==> src/rtl/serial_sub_pkg.sv <==
// Shared definitions for the bit-serial subtractor: controller states and default width.
package serial_sub_pkg;

    typedef enum logic [1:0] {
        IDLE = 2'd0,
        RUN  = 2'd1,
        DONE = 2'd2
    } state_t;

    localparam int DEFAULT_WIDTH = 4;

endpackage

==> src/rtl/full_subtractor.sv <==
// One-bit full subtractor: computes a - b - bin and the borrow out.
module full_subtractor (
    input  logic a,
    input  logic b,
    input  logic bin,
    output logic diff,
    output logic bout
);

    assign diff = a ^ b ^ bin;
    assign bout = (~a & b) | (~(a ^ b) & bin);

endmodule

==> src/rtl/serial_subtractor.sv <==
// Bit-serial unsigned subtractor: one bit per clock, LSB first, result a-b
// presented as a WIDTH+1 bit two's complement value with the borrow as sign.
module serial_subtractor
    import serial_sub_pkg::*;
#(
    parameter int WIDTH = DEFAULT_WIDTH
) (
    input  logic             clk,
    input  logic             rst_n,
    input  logic             start,
    input  logic [WIDTH-1:0] a,
    input  logic [WIDTH-1:0] b,
    output logic             busy,
    output logic             done,
    output logic [WIDTH:0]   d
);

    localparam int CW = $clog2(WIDTH + 1);

    state_t           state_q, state_d;
    logic [WIDTH-1:0] a_q, a_d;
    logic [WIDTH-1:0] b_q, b_d;
    logic [WIDTH-1:0] res_q, res_d;
    logic             borrow_q, borrow_d;
    logic [CW-1:0]    cnt_q, cnt_d;
    logic [WIDTH:0]   d_q, d_d;

    logic fs_diff;
    logic fs_bout;

    full_subtractor u_fs (
        .a    (a_q[0]),
        .b    (b_q[0]),
        .bin  (borrow_q),
        .diff (fs_diff),
        .bout (fs_bout)
    );

    always_comb begin
        state_d  = state_q;
        a_d      = a_q;
        b_d      = b_q;
        res_d    = res_q;
        borrow_d = borrow_q;
        cnt_d    = cnt_q;
        d_d      = d_q;

        case (state_q)
            IDLE: begin
                if (start) begin
                    a_d      = a;
                    b_d      = b;
                    res_d    = '0;
                    borrow_d = 1'b0;
                    cnt_d    = CW'(WIDTH);
                    state_d  = RUN;
                end
            end
            RUN: begin
                a_d      = a_q >> 1;
                b_d      = b_q >> 1;
                res_d    = {fs_diff, res_q[WIDTH-1:1]};
                borrow_d = fs_bout;
                cnt_d    = cnt_q - CW'(1);
                // Last bit: the published result only changes here, never mid-run.
                if (cnt_q == CW'(1)) begin
                    d_d     = {fs_bout, fs_diff, res_q[WIDTH-1:1]};
                    state_d = DONE;
                end
            end
            DONE: begin
                state_d = IDLE;
            end
            default: begin
                state_d = IDLE;
            end
        endcase
    end

    always_ff @(posedge clk or negedge rst_n) begin
        if (!rst_n) begin
            state_q  <= IDLE;
            a_q      <= '0;
            b_q      <= '0;
            res_q    <= '0;
            borrow_q <= 1'b0;
            cnt_q    <= '0;
            d_q      <= '0;
        end else begin
            state_q  <= state_d;
            a_q      <= a_d;
            b_q      <= b_d;
            res_q    <= res_d;
            borrow_q <= borrow_d;
            cnt_q    <= cnt_d;
            d_q      <= d_d;
        end
    end

    assign busy = (state_q != IDLE);
    assign done = (state_q == DONE);
    assign d    = d_q;

endmodule
==> config.mk <==
export PLATFORM = sky130hd
export DESIGN_NAME = serial_subtractor
export DESIGN_NICKNAME = d
export VERILOG_FILES = /design/src/rtl/serial_sub_pkg.sv /design/src/rtl/full_subtractor.sv /design/src/rtl/serial_subtractor.sv
export SDC_FILE = /design/constraint.sdc
export NUM_CORES = 1
export LEC_CHECK = 0
export CAP_MARGIN = 15
export CORE_UTILIZATION = 25
export CTS_CLUSTER_SIZE = 25
export DETAILED_ROUTE_END_ITERATION = 8
export GPL_TIMING_DRIVEN = 1
export SYNTH_ARGS = -nofsm -noshare
export SYNTH_HDL_FRONTEND = slang
export SYNTH_SLANG_ARGS = --single-unit
==> constraint.sdc <==
create_clock -name clk -period 1.5 [get_ports clk]
set_clock_uncertainty 0.2 [all_clocks]
set_input_delay 0.225 -clock clk [delete_from_list [all_inputs] [get_ports clk]]
set_output_delay 0.225 -clock clk [all_outputs]
set_load 0.01 [all_outputs]
After elaboration in Yosys (flattened, before gate mapping)
Cells that the tools add are included.
{"block": "totals", "inputBits": 11, "register_bits": 23, "word_cells": 39}
{"block": "classes", "n_reduce_logical": 6, "n_addsub": 1, "n_bitwise": 7, "n_eq_ne": 5, "muxes": 13}
{"op": "4-bit one-hot mux with 2 select lines", "n": 3}
{"op": "4-bit two-way mux", "n": 3}
{"op": "3-bit one-hot mux with 2 select lines", "n": 1}
{"op": "2-bit AND reduction", "n": 3}
{"op": "2-bit two-way mux", "n": 2}
{"op": "2-bit != test (second input constant)", "n": 2}
{"op": "2-bit one-hot mux with 2 select lines", "n": 1}
{"op": "2-bit nonzero test", "n": 2}
{"op": "3-bit by 1-bit == test with 1-bit output (second input constant)", "n": 1}
{"op": "3-bit two-way mux", "n": 1}
{"op": "3-bit by 1-bit subtractor with 3-bit output (second input constant)", "n": 1}
{"op": "1-bit bitwise AND", "n": 2}
{"op": "2-bit by 1-bit == test with 1-bit output (second input constant)", "n": 1}
{"op": "2-bit == test (second input constant)", "n": 1}
{"op": "2-bit logical NOT", "n": 1}
{"op": "1-bit NOT", "n": 2}
{"op": "1-bit one-hot mux with 2 select lines", "n": 1}
{"op": "1-bit bitwise XOR", "n": 2}
{"op": "1-bit two-way mux", "n": 1}
{"op": "1-bit OR", "n": 1}

Depth between registers and ports, before layout
{"block": "depth", "ltp_word": 5, "mapped_depth": 5, "ltp_nobuf": 5}

Cells and area by module
Synthesis repeated with hierarchy kept, for this count alone.
{"block": "hier_totals", "hier_cells": 77, "area_unflattened_um2": 1038.5}
{"mod": "serial_subtractor", "area_each_um2": 1007.2, "n_inst": 1, "cells_each": 73}
{"mod": "full_subtractor", "area_each_um2": 31.3, "n_inst": 1, "cells_each": 4}

Least setup slack after synthesis
No wires, ideal clock.
{"block": "synth_path", "kind": "reg-to-reg", "start": "register state_q[1]", "end": "register d_q[0], in the netlist d[0]", "required_time_ps": 1175, "path_stages_with_launch": 6, "t_arrival_ps": 1266, "slack_ps": -91, "period_less_slack_ps": 1591, "cell_sequence": "dfrtp_1 nor2b_1 buf_2 and3_4 buf_6 mux2_4"}
{"block": "synth_via", "elab_chain_cells": 2}
{"element": "from (decl)", "line": "serial_subtractor.sv:20", "source": "state_t state_q, state_d;"}
{"element": "from (signal assigned)", "line": "serial_subtractor.sv:90", "source": "state_q <= state_d;"}
{"element": "2-bit by 1-bit == test with 1-bit output", "line": "serial_subtractor.sv:48", "source": "case (state_q)"}
{"element": "2-bit AND reduction (no line)"}
{"element": "to (signal assigned)", "line": "serial_subtractor.sv:88", "source": "d_q <= '0;"}
{"element": "to (signal assigned)", "line": "serial_subtractor.sv:96", "source": "d_q <= d_d;"}
{"element": "to (decl)", "line": "serial_subtractor.sv:26", "source": "logic [WIDTH:0] d_q, d_d;"}
No other way between the ends.
A chain may end at the register's enable or synchronous reset.

Final worst setup path
{"block": "layout_path", "start": "register state_q[1]", "end": "register d_q[1], in the netlist d[1]"}
Same word-level chain as after synthesis.

==> results_dict.tcl <==
set metrics [dict create \
    drv_slew 0 \
    synth_seq_cells 22 \
    io_buffers 17 \
    fin_ws_ps -72.2 \
    crit_slowest_cell "sky130_fd_sc_hd__dfrtp_2" \
    power_share_of_the_combinational_group_pct 47.8 \
    critical_path_depth 4 \
    final_routed_wire_length_divided_by_cell_count_um 13.8 \
    netlist.top_cell.by_area "sky130_fd_sc_hd__dfrtp_1" \
    stdcell_area_sq_um 1430 \
    critPathLaunch "state_q[1]" \
    grt_first_pass_wirelength_um 3680 \
    critical_path_peak_fanout 5 \
    gpl_wtd_cong 0.788 \
    max-vdd-ir-drop_uv 399 \
    track_usage_pct 11.3 \
    total_wirelength_um 2280 \
    final_common_cell "sky130_fd_sc_hd__dfrtp_1" \
    timing.max_cap.violations 0 \
    total_core_area_sq_um 3800 \
    ys_seq_area_share_pct 53.8 \
    grt_max_degree 23 \
    antenna_cells_inserted 0 \
    ioPinCount 18 \
    clk_pin_slew_ps 80 \
    tns_ps -336 \
    floorplan.initialDensity_pct 26.9 \
    die_height_um 66.0 \
    floorplan.die_area_sq_um 4350 \
    grt_overflow_total 0 \
    static-leakage-power_nw 0.679 \
    synth_area_leaders "sky130_fd_sc_hd__dfrtp_1, sky130_fd_sc_hd__mux2_4, sky130_fd_sc_hd__a22oi_1, sky130_fd_sc_hd__inv_1, sky130_fd_sc_hd__a22o_1" \
    critical_path.reg2reg.endpoint "d[1]" \
    initial_antenna_violation_count 0 \
    end_of_the_critical_path "d[1]" \
    numClockSinks 22 \
    detail_route.iter0.violations 35 \
    number_of_nets_in_the_layout 133 \
    netlist_area_sq_um 1020 \
    detailed_place_hpwl_um 1650 \
    net-switching-power_mw 0.917 \
    seq_power_share_pct 38.4 \
    grt_setup_unrepaired "true" \
    p_sw_share_pct 34.9 \
    worst_slew_margin_rel_pct 74.2 \
    violations "setup timing" \
    drtAntennaViolNets 0 \
    crit-reg2reg-launch "state_q[1]" \
    drc 0 \
    post_synth.cell_area_avg_sq_um 11.9 \
    post_route_cells_drive_above_1_share_pct 30.8 \
    worst_skew_pair.late_latency_ps 260 \
    root_buffer "sky130_fd_sc_hd__clkbuf_8" \
    fin_crit_period_ps 1570 \
    synthesis.instances 86 \
    cp_cell_sequence "buf_6 > nor2b_4 > and3_4 > mux2_4" \
    distinct_cells_synth 30 \
    slowest_stage_delay_cp_ps 460 \
    reg2regPathDepth 4 \
    vias_per_cell 4.68 \
    yosysWarningCount 0 \
    cts_made_buffers 3 \
    tightest_slew_ps 386 \
    power.internal_mw 1.71 \
    synthesis.nets 100 \
    hp-class "in2async" \
    placed_area_sq_um 1330 \
    cp-end-kind "register" \
    power_density_nw_per_um2 1840 \
    hold_viol_final 0 \
    type_of_the_worst_setup_path "reg2reg" \
    grt_pass1_vias 796 \
    critical_path_arrival_ps 1520 \
    run_status "finished with violations" \
    cp_top_family "flip-flops" \
    cp-start-kind "register" \
    cts_h_tree_depth 1 \
    timing.final.setup_violations 6 \
    drtPass1Iterations 4 \
    layout_worst_path_cycle_share_pct 105 \
    cts_max_path_buffers 2 \
    area.growth.synth_to_final_pct 39.5 \
    tritoncts_clock_tree "done" \
    layout.cells.most_common_list "sky130_fd_sc_hd__dfrtp_1, sky130_fd_sc_hd__buf_4, sky130_fd_sc_hd__clkdlybuf4s50_1" \
    hold_buffers 0 \
    power.clock.fraction_pct 13.8 \
    die-width_um 66.0 \
    setup.reg_to_reg.worst_slack_ps -70 \
    timing.critical_path.required_ps 1450 \
    power_mw 2.63 \
    timing.fmax_ghz 0.636 \
    num_vias 773 \
    synth_largest_type_area_fraction_pct 53.8 \
    fp-row-count 22 \
    worst-path-buf-inv 1 \
]
state kept, by name, summed over array words and instances (netlist names):
signal	cells
a_q	4
d	5
res_q	3
borrow_q	1
state_q	2
b_q	4
cnt_q	3
layer usage:
metal / up-vias / global-route usage [%] / part of all wire, %
met2: 18 / 19.1 / 51
met3: 5 / 1.55 / 3.5
met1: 375 / 14.3 / 44
li1: 375 / - / -
met4: 0 / 4.79 / 1.5
met5: - / 0 / 0
cell type report:
type	count	area [sq um]
tap	48	60.1
timing repair buffer	33	285
sequential	22	552
fill	383	2370
clock buffer	3	41.3
inverter	8	30.0
multi-input combinational	51	459
kinds of logic (layout without fill, tap and decap cells):
| kind of cell | count (synthesis) | in the layout | share of synthesized area, % |
|---|---|---|---|
| compound gates | 23 | 23 | 16.5 |
| flops | 22 | 22 | 53.8 |
| simple gates | 20 | 20 | 12.8 |
| buf+inv | 13 | 44 | 5.62 |
| mux | 5 | 5 | 6.85 |
| fa+ha+maj | 3 | 3 | 4.40 |
worst min-delay path by stage:
stage,slack [ps],startpoint,cells past startpoint,to
2_1_floorplan,-270,rst_n,0,a_q[0]
3_3_place_gp,290,res_q[1],1,res_q[1]
3_5_place_dp,300,b_q[3],1,b_q[3]
4_1_cts,110,rst_n,2,d[1]
5_1_grt,140,rst_n,2,d[1]
6_report,110,rst_n,2,d[1]
power by group through the flow:
stage / logic [mW] / clock network [mW] / registers (mW)
4_1_cts: 1.21 / 0.373 / 0.999
6_report: 1.26 / 0.362 / 1.01
3_5_place_dp: 1.20 / 0 / 1.02
3_3_place_gp: 1.15 / 0 / 1.00
2_1_floorplan: 0.692 / 0 / 1.00
5_1_grt: 1.39 / 0.390 / 1.04
what timing repair did:
item,4_1_cts,5_1_grt
gates resized for setup,14,12
setup buffers,2,1
setup endpoints to repair,12,15
cloned,0,1
pin swaps,1,6
metrics by stage:
step / hold slack [ps] / setup slack, ps / util, % / cells
global route: 139 / -130 / 37.6 / 165
floorplan: -271 / -85.5 / - / 86
detailed placement: 296 / -170 / 35.0 / 160
global placement: 287 / -124 / 35.0 / 160
finish: 107 / -72.2 / 37.6 / 165
CTS: 112 / -78.4 / 36.5 / 165
cell usage after synthesis, drive strengths merged:
cell / number
a211oi: 1
a21oi: 4
a22o: 3
a22oi: 5
a2bb2oi: 1
a31oi: 1
a32o: 2
and3: 1
and4bb: 2
buf: 2
clkbuf: 3
dfrtp: 22
fa: 1
ha: 2
inv: 8
mux2: 4
mux2i: 1
nand2: 5
nand2b: 2
nand3b: 1
nor2: 3
nor2b: 2
nor3: 1
nor3b: 1
nor4bb: 2
o21ai: 2
o21bai: 1
o22a: 1
o22ai: 2
No activity file was read; power rests on OpenSTA's default activity.
